## src/rtl/nibble_frame_executor.sv

```systemverilog
`default_nettype none
// ============================================================================
// Module      : nibble_frame_executor
// Description : Executes assembled program frames (WRITE / READ / RUN / HALT)
//               against the nibbleCPU program RAM and run control, and answers
//               every frame on a nibble-wide valid/ready return channel.
//               Non-read commands answer with one nibble (ACK or ERR); READ
//               answers with the 32-bit word as 8 nibbles, LSB nibble first.
// Optional    : NIBBLE_EXEC_WPROT_EN - when defined, a WRITE accepted while
//               cpu_run=1 is rejected with ERR and does not touch the RAM.
// Ports       : clk, rst_n (sync, active low)
//               frame_addr/cmd/wdata/valid -> frame_ready   (frame input)
//               mem_addr/wdata/we/re, mem_rdata             (program RAM)
//               cpu_run                                     (CPU run level)
//               resp_nibble/resp_valid <- resp_ready        (response out)
// Revision    : 1.0 - initial release
// ============================================================================
module nibble_frame_executor #(
  parameter int         ADDR_W     = 10,
  parameter logic [3:0] ACK_NIBBLE = 4'hA,
  parameter logic [3:0] ERR_NIBBLE = 4'hE
) (
  input  logic              clk,
  input  logic              rst_n,
  input  logic [11:0]       frame_addr,
  input  logic [7:0]        frame_cmd,
  input  logic [31:0]       frame_wdata,
  input  logic              frame_valid,
  output logic              frame_ready,
  output logic [ADDR_W-1:0] mem_addr,
  output logic [31:0]       mem_wdata,
  output logic              mem_we,
  output logic              mem_re,
  input  logic [31:0]       mem_rdata,
  output logic              cpu_run,
  output logic [3:0]        resp_nibble,
  output logic              resp_valid,
  input  logic              resp_ready
);

  localparam logic [7:0] CMD_WRITE = 8'h01;
  localparam logic [7:0] CMD_READ  = 8'h02;
  localparam logic [7:0] CMD_RUN   = 8'h03;
  localparam logic [7:0] CMD_HALT  = 8'h04;

  typedef enum logic [2:0] {
    S_IDLE    = 3'd0,
    S_WRITE   = 3'd1,
    S_RD_REQ  = 3'd2,
    S_RD_WAIT = 3'd3,
    S_RESP    = 3'd4
  } state_e;

  state_e            state_q, state_d;
  logic [ADDR_W-1:0] addr_q;
  logic [31:0]       wdata_q;
  logic [31:0]       resp_data_q;   // response word; single-nibble replies live in [3:0]
  logic [2:0]        idx_q;         // nibble currently offered
  logic [2:0]        last_q;        // index of the final nibble (0 or 7)
  logic              cpu_run_q;

  logic              accept;
  logic              addr_ok;
  logic              wprot_block;
  state_e            dec_state;
  logic [3:0]        dec_code;
  logic              dec_run_set;
  logic              dec_run_clr;

  // Shifting out the in-range bits leaves only the bits that must be zero;
  // this also degenerates cleanly to "always OK" when ADDR_W is 12.
  assign addr_ok = ((frame_addr >> ADDR_W) == 12'd0);

`ifdef NIBBLE_EXEC_WPROT_EN
  assign wprot_block = cpu_run_q;
`else
  assign wprot_block = 1'b0;
`endif

  assign accept = (state_q == S_IDLE) && frame_valid;

  // Command decode: where the frame goes after acceptance and what it answers.
  always_comb begin
    dec_state   = S_RESP;
    dec_code    = ERR_NIBBLE;
    dec_run_set = 1'b0;
    dec_run_clr = 1'b0;
    case (frame_cmd)
      CMD_WRITE: begin
        if (addr_ok && !wprot_block) begin
          dec_state = S_WRITE;
          dec_code  = ACK_NIBBLE;
        end
      end
      CMD_READ: begin
        if (addr_ok) begin
          dec_state = S_RD_REQ;
          dec_code  = ACK_NIBBLE;
        end
      end
      CMD_RUN: begin
        dec_code    = ACK_NIBBLE;
        dec_run_set = 1'b1;
      end
      CMD_HALT: begin
        dec_code    = ACK_NIBBLE;
        dec_run_clr = 1'b1;
      end
      default: ;
    endcase
  end

  // State register.
  always_ff @(posedge clk) begin
    if (!rst_n) begin
      state_q <= S_IDLE;
    end else begin
      state_q <= state_d;
    end
  end

  // Next state and control strobes.
  always_comb begin
    state_d     = state_q;
    frame_ready = 1'b0;
    mem_we      = 1'b0;
    mem_re      = 1'b0;
    resp_valid  = 1'b0;
    case (state_q)
      S_IDLE: begin
        frame_ready = 1'b1;
        if (frame_valid) state_d = dec_state;
      end
      S_WRITE: begin
        mem_we  = 1'b1;
        state_d = S_RESP;
      end
      S_RD_REQ: begin
        mem_re  = 1'b1;
        state_d = S_RD_WAIT;
      end
      S_RD_WAIT: begin
        state_d = S_RESP;
      end
      S_RESP: begin
        resp_valid = 1'b1;
        if (resp_ready && (idx_q == last_q)) state_d = S_IDLE;
      end
      default: state_d = S_IDLE;
    endcase
  end

  // Frame capture, response buffer and run control.
  always_ff @(posedge clk) begin
    if (!rst_n) begin
      addr_q      <= '0;
      wdata_q     <= '0;
      resp_data_q <= '0;
      idx_q       <= '0;
      last_q      <= '0;
      cpu_run_q   <= 1'b0;
    end else begin
      if (accept) begin
        addr_q      <= frame_addr[ADDR_W-1:0];
        wdata_q     <= frame_wdata;
        resp_data_q <= {28'd0, dec_code};
        idx_q       <= 3'd0;
        last_q      <= 3'd0;
        if (dec_run_set) cpu_run_q <= 1'b1;
        if (dec_run_clr) cpu_run_q <= 1'b0;
      end
      // RAM data arrives the cycle after the read strobe.
      if (state_q == S_RD_WAIT) begin
        resp_data_q <= mem_rdata;
        last_q      <= 3'd7;
      end
      if ((state_q == S_RESP) && resp_ready) begin
        idx_q <= idx_q + 3'd1;
      end
    end
  end

  assign mem_addr    = addr_q;
  assign mem_wdata   = wdata_q;
  assign cpu_run     = cpu_run_q;
  assign resp_nibble = resp_valid ? resp_data_q[{idx_q, 2'b00} +: 4] : 4'h0;

endmodule
`default_nettype wire

```

## config.mk

```make
export PLATFORM = sky130hd
export DESIGN_NAME = nibble_frame_executor
export DESIGN_NICKNAME = d
export VERILOG_FILES = /design/src/rtl/nibble_frame_executor.sv
export SDC_FILE = /design/constraint.sdc
export NUM_CORES = 1
export LEC_CHECK = 0
export BUFFER_PORTS_ARGS = -buffer_cell sky130_fd_sc_hd__buf_2
export CORE_ASPECT_RATIO = 0.5
export CORE_MARGIN = 1.5
export CORE_UTILIZATION = 43
export DETAILED_ROUTE_END_ITERATION = 8
export GPL_TIMING_DRIVEN = 0
export HOLD_SLACK_MARGIN = 0.08
export PLACE_DENSITY = 0.69
export SLEW_MARGIN = 20
export SYNTH_ARGS = -nofsm -noshare
export SYNTH_HDL_FRONTEND = slang
export SYNTH_SLANG_ARGS = --single-unit
```

## constraint.sdc

```tcl
create_clock -name clk -period 4.2 [get_ports clk]
set_input_delay 0.21 -clock clk [delete_from_list [all_inputs] [get_ports clk]]
set_output_delay 0.21 -clock clk [all_outputs]
set_load 0.02 [all_outputs]
```

# Word level (Yosys, flattened, before mapping)

Index checks and enable logic that the tools add are counted.

Register bits: 84
Bits in latches: 0
Memory bits (writable): 0
Memory bits (read-only): 0
Input bits: 88
Output and inout bits: 51
Word-level logic and storage cells: 55
Memories kept: 0

Add/subtract/negate cells: 1
$mul: 0
Divide/modulo/power cells: 0
$lt $le $gt $ge: 0
Eq/ne operators: 11
Shift operators: 1
Muxes and demuxes: 22
Bitwise operators: 0
Reduce and logical (&&, ||, !) cells: 13

Operator list:

| kind                  | count |
|---|---|
| $mux W32              | 2 |
| $shiftx A32 B6 Y4     | 1 |
| $mux W3               | 8 |
| $eq A8 B2 Y1 const B  | 2 |
| $logic_not A12 Y1     | 1 |
| $pmux W3 S2           | 2 |
| $pmux W3 S4           | 1 |
| $eq A8 B1 Y1 const B  | 1 |
| $eq A8 B3 Y1 const B  | 1 |
| $mux W1               | 8 |
| $eq A3 B2 Y1 const B  | 2 |
| $reduce_bool A2 Y1    | 3 |
| $reduce_or A2 Y1      | 3 |
| $mux W4               | 1 |
| $ne A2 B2 Y1 const B  | 2 |
| $reduce_and A2 Y1     | 2 |
| $add A3 B1 Y3 const B | 1 |
| $eq A3 B1 Y1 const B  | 1 |
| $eq A3 B3 Y1          | 1 |
| $eq A3 B3 Y1 const B  | 1 |
| $logic_and A1 B1 Y1   | 3 |
| $logic_not A3 Y1      | 1 |

# Logic depth before layout (Yosys ltp)

Word-level depth: 5
Mapped depth: 7
Mapped depth without buffers: 4

# Worst setup path before layout

Ideal clock, no wire load.

Kind: register -> output
Start: register idx_q[0]
End: output resp_nibble[0]
Data arrival time: 1.390 ns
Required time: 3.990 ns
Slack: 2.600 ns
Cell stages (with the launch flop): 5
Cell sequence: dfxtp_1 buf_2 mux4_2 mux2i_1 nor2_1

Cells in the longest elaborated chain, start to end: 2

RTL lines:

| item                   | line | RTL |
|---|---|---|
| start, declared        | 58   | `logic [2:0] idx_q;` |
| start signal, assigned | 178  | `idx_q <= idx_q + 3'd1;` |
| $shiftx A32 B6 Y4      | 186  | `assign resp_nibble = resp_valid ? resp_data_q[{idx_q, 2'b00} +: 4] : 4'h0;` |
| $mux W4                | 186  |  |
| end, declared          | 36   | `output logic [3:0] resp_nibble,` |

No other way between the ends.

# Final worst setup path

Start: register idx_q[0]
End: output resp_nibble[1]

Same word-level chain as after synthesis.

==> summary.txt <==
Outcome
  • Run status: finished clean

Synthesis
  • Top_reg_cell synth: sky130_fd_sc_hd__dfxtp_1
  • Number of storage elements in the synthesis netlist: 82
  • Syn nets: 461
  • Post-Syn Area: 0.003767 mm²
  • Synth warn: 0
  • Most common cell in the synthesized netlist: sky130_fd_sc_hd__dfxtp_1
  • Register area share after synthesis: 0.4357
  • Area contributors post-synth: sky130_fd_sc_hd__dfxtp_1 44%, sky130_fd_sc_hd__a22oi_2 9.6%, sky130_fd_sc_hd__nand2_1 7.2%
  • Number of flops mapped to enable cells by yosys: 0
  • Fraction of synthesized cell area taken by the top area cell type: 0.4357
  • Cell count after synthesis: 372
  • Leading area contributor after synthesis: sky130_fd_sc_hd__dfxtp_1
  • Post-synthesis area per instance: 10.13 µm²
  • Unique masters post-synth: 46
  • Share of async-settable or async-resettable flops after synthesis: 0
  • Top cell types by occurrence after synthesis: 82 x sky130_fd_sc_hd__dfxtp_1, 72 x sky130_fd_sc_hd__nand2_1, 36 x sky130_fd_sc_hd__nor2_1, 29 x sky130_fd_sc_hd__a22oi_2, 21 x sky130_fd_sc_hd__a21boi_2

Die
  • Core Rows: 23
  • DIE HEIGHT: 69.19 µm
  • Number of ports placed on the die boundary: 139
  • Starting density of the core: 0.4561
  • Area inside the core boundary: 0.008259 mm²
  • Horizontal extent of the die: 135.4 µm
  • Total die area: 0.009366 mm²

Layout
  • Antenna diode count: 0
  • Area Overhead vs Synth: 30.99%
  • Fin util: 0.5975
  • Number of nets in the final layout: 609
  • Fill cells: 724
  • Register area: 0.001642 mm²
  • Share of final-layout standard cells stronger than drive strength 1: 0.4990
  • Non-Filler Cell Area, Final: 0.004935 mm²
  • Combined area of the multi-input logic cells: 0.001918 mm²

Clock network
  • Cts bufs inserted: 9
  • Clock latency reported for the late side of the worst-skew pair: 0.34 ns
  • Clock Sink Count: 82
  • Clk slew on worst S/H paths: 0.06 ns
  • CTS tree: built
  • Number of gates resized after cts: 0
  • Setup repair bufs after CTS: 0
  • Number of buffers added to fix hold violations after cts: 0
  • Clock root buffer master: sky130_fd_sc_hd__clkbuf_16
  • CTS max path bufs: 2
  • CTS HTree Levels: 3

Critical path
  • Slack of the worst reg-to-reg path: 2.41 ns
  • Endpoint class of the critical path: output pin
  • Maximum fanout encountered on the critical timing path: 10
  • Required time of the worst setup path: 3.99 ns
  • Data arrival time of the critical path: 2.03 ns
  • Worst Setup Start Kind: flip-flop
  • Critical setup path kind: flip-flop to output pin

Drt
  • Number of vias in the routed layout: 3135
  • Sum of routed wire length over all layers: 8.865 mm
  • Residual DRC count: 0
  • Iteration-0 DRC Markers: 115
  • Metal3 WL: 454 µm
  • Number of optimization iterations in the first detailed-route pass: 4
  • Top Layer Used: met4
  • Routed wl met2: 4.094 mm
  • Post-route met1 wirelength: 4.243 mm
  • Routed length per placed instance: 13.92 µm
  • Final ANT Viol Nets: 0
  • Routed vias/inst: 4.922

Hold path
  • Worst min-delay path class: input port to flip-flop

Power
  • Overall power: 0.002682 W
  • Leakage: 2.073 nW
  • Ratio of total power to cell area: 543.4 mW/mm²
  • VDD IR-drop max: 0.2510 mV

STA
  • Unrepaired setup endpoints after global routing: no
  • Final critical-path share of the clock period: 0.5341
  • Final count of negative-setup-slack endpoints: 0
  • Slew Limit Fails: 0
  • Slew at the pin closest to its max-slew limit: 0.8237 ns
  • Highest Clock Rate: 0.4458 GHz
  • Hold violation total from the final report: 0
  • Final Critical Period: 2.243 ns
  • Setup_tns: 0 ns
  • Relative slew slack: 0.4486
  • Largest clock skew in the final design: 0.004114 ns

GRT
  • First-pass GRT wire length: 14.34 mm
  • GR Util All Layers: 0.1943
  • Initial antenna violation count: 0
  • Pin count of the biggest net entering global routing: 15
  • GRT overflow: 0
  • Vias in the first global route: 2982

Placement
  • Post-placement cell area: 0.004593 mm²
  • DP Wirelength: 6.468 mm
  • Final weighted congestion of routability-driven global placement: 0.7634
  • Port-buffer cells: 137

Run
  • Max-capacitance violation count: 0
area by class of cell:
class,count,area share
Inverter,3,0.002282
Sequential cell,82,0.3327
Tap cell,112,0.02840
Clock buffer,9,0.04564
Timing Repair Buffer,137,0.1389
Multi-Input combinational cell,257,0.3887
Buffer,30,0.03981
Clock inverter,7,0.02358
report_power, final:
| group | switching [W] | internal (W) |
|---|---|---|
| sequential | 0.0000516 | 0.000877 |
| clock | 0.000315 | 0.000580 |
| combinational | 0.000521 | 0.000337 |
| total | 0.000888 | 0.00179 |
per-layer routing:
layer / track usage / up-vias
met3: 0.06360 / 7
met2: 0.3203 / 82
li1: - / 1581
met4: 0.04898 / 0
met1: 0.2460 / 1465
met5: 0 / -
cells in the final DEF (no fill, tap or decap), types with 3 or more instances in the layout:
cell / instances
sky130_fd_sc_hd__a21boi_0: 3
sky130_fd_sc_hd__a21boi_1: 13
sky130_fd_sc_hd__a21boi_2: 21
sky130_fd_sc_hd__a21oi_1: 13
sky130_fd_sc_hd__a22oi_2: 29
sky130_fd_sc_hd__buf_2: 141
sky130_fd_sc_hd__buf_4: 5
sky130_fd_sc_hd__buf_6: 8
sky130_fd_sc_hd__bufinv_16: 3
sky130_fd_sc_hd__clkbuf_1: 12
sky130_fd_sc_hd__clkbuf_16: 9
sky130_fd_sc_hd__dfxtp_1: 82
sky130_fd_sc_hd__mux2i_1: 4
sky130_fd_sc_hd__mux4_2: 8
sky130_fd_sc_hd__nand2_1: 72
sky130_fd_sc_hd__nand2_2: 20
sky130_fd_sc_hd__nand3_1: 3
sky130_fd_sc_hd__nor2_1: 36
sky130_fd_sc_hd__nor2b_1: 3
state kept, by name, indices dropped and copies added (netlist names):
| register | flops |
|---|---|
| mem_wdata | 32 |
| resp_data_q | 32 |
| mem_addr | 10 |
| idx_q | 3 |
| state_q | 3 |
| cpu_run | 1 |
| last_q | 1 |
worst max-delay path, stage by stage, from the launching register on:
cell and delay, ns:
sky130_fd_sc_hd__dfxtp_1 0.40, sky130_fd_sc_hd__buf_2 0.33, sky130_fd_sc_hd__mux4_2 0.58, sky130_fd_sc_hd__mux2i_1 0.17, sky130_fd_sc_hd__nor2_1 0.05, sky130_fd_sc_hd__buf_2 0.17
path summary, 6_finish.rpt:
check	from	to	depth (start not counted)
worst min-delay path	frame_wdata[3]	mem_wdata[3]	3
worst max-delay path	idx_q[0]	resp_nibble[1]	5
worst min register to register	mem_addr[0]	mem_addr[0]	2
worst max register to register	state_q[2]	resp_data_q[9]	6
stage by stage:
stage | setup slack [ns] | hold slack, ns | cells
after floorplan | 2.600 | 0.3367 | 372
after global placement | 2.290 | 0.4384 | 621
after detailed placement | 2.318 | 0.4418 | 621
after CTS | 1.928 | 0.09452 | 637
after global routing | 1.829 | 0.1034 | 637
final | 1.957 | 0.1070 | 637
logic make-up (layout without fill, tap and decap cells):
logic type                 after synthesis  in the layout  share of synthesized area
adders and majority gates                1              1                   0.003321
muxes                                   12             12                    0.05845
xor gates and xnor gates                 2              2                   0.004650
DFF                                     82             82                     0.4357
buffers and inverters                   33            186                    0.05513
AOI/OAI and AO/OA                       89             89                     0.2414
and+or+nand+nor                        153            153                     0.2013
Note: power is estimated with default switching activity, not from simulation.
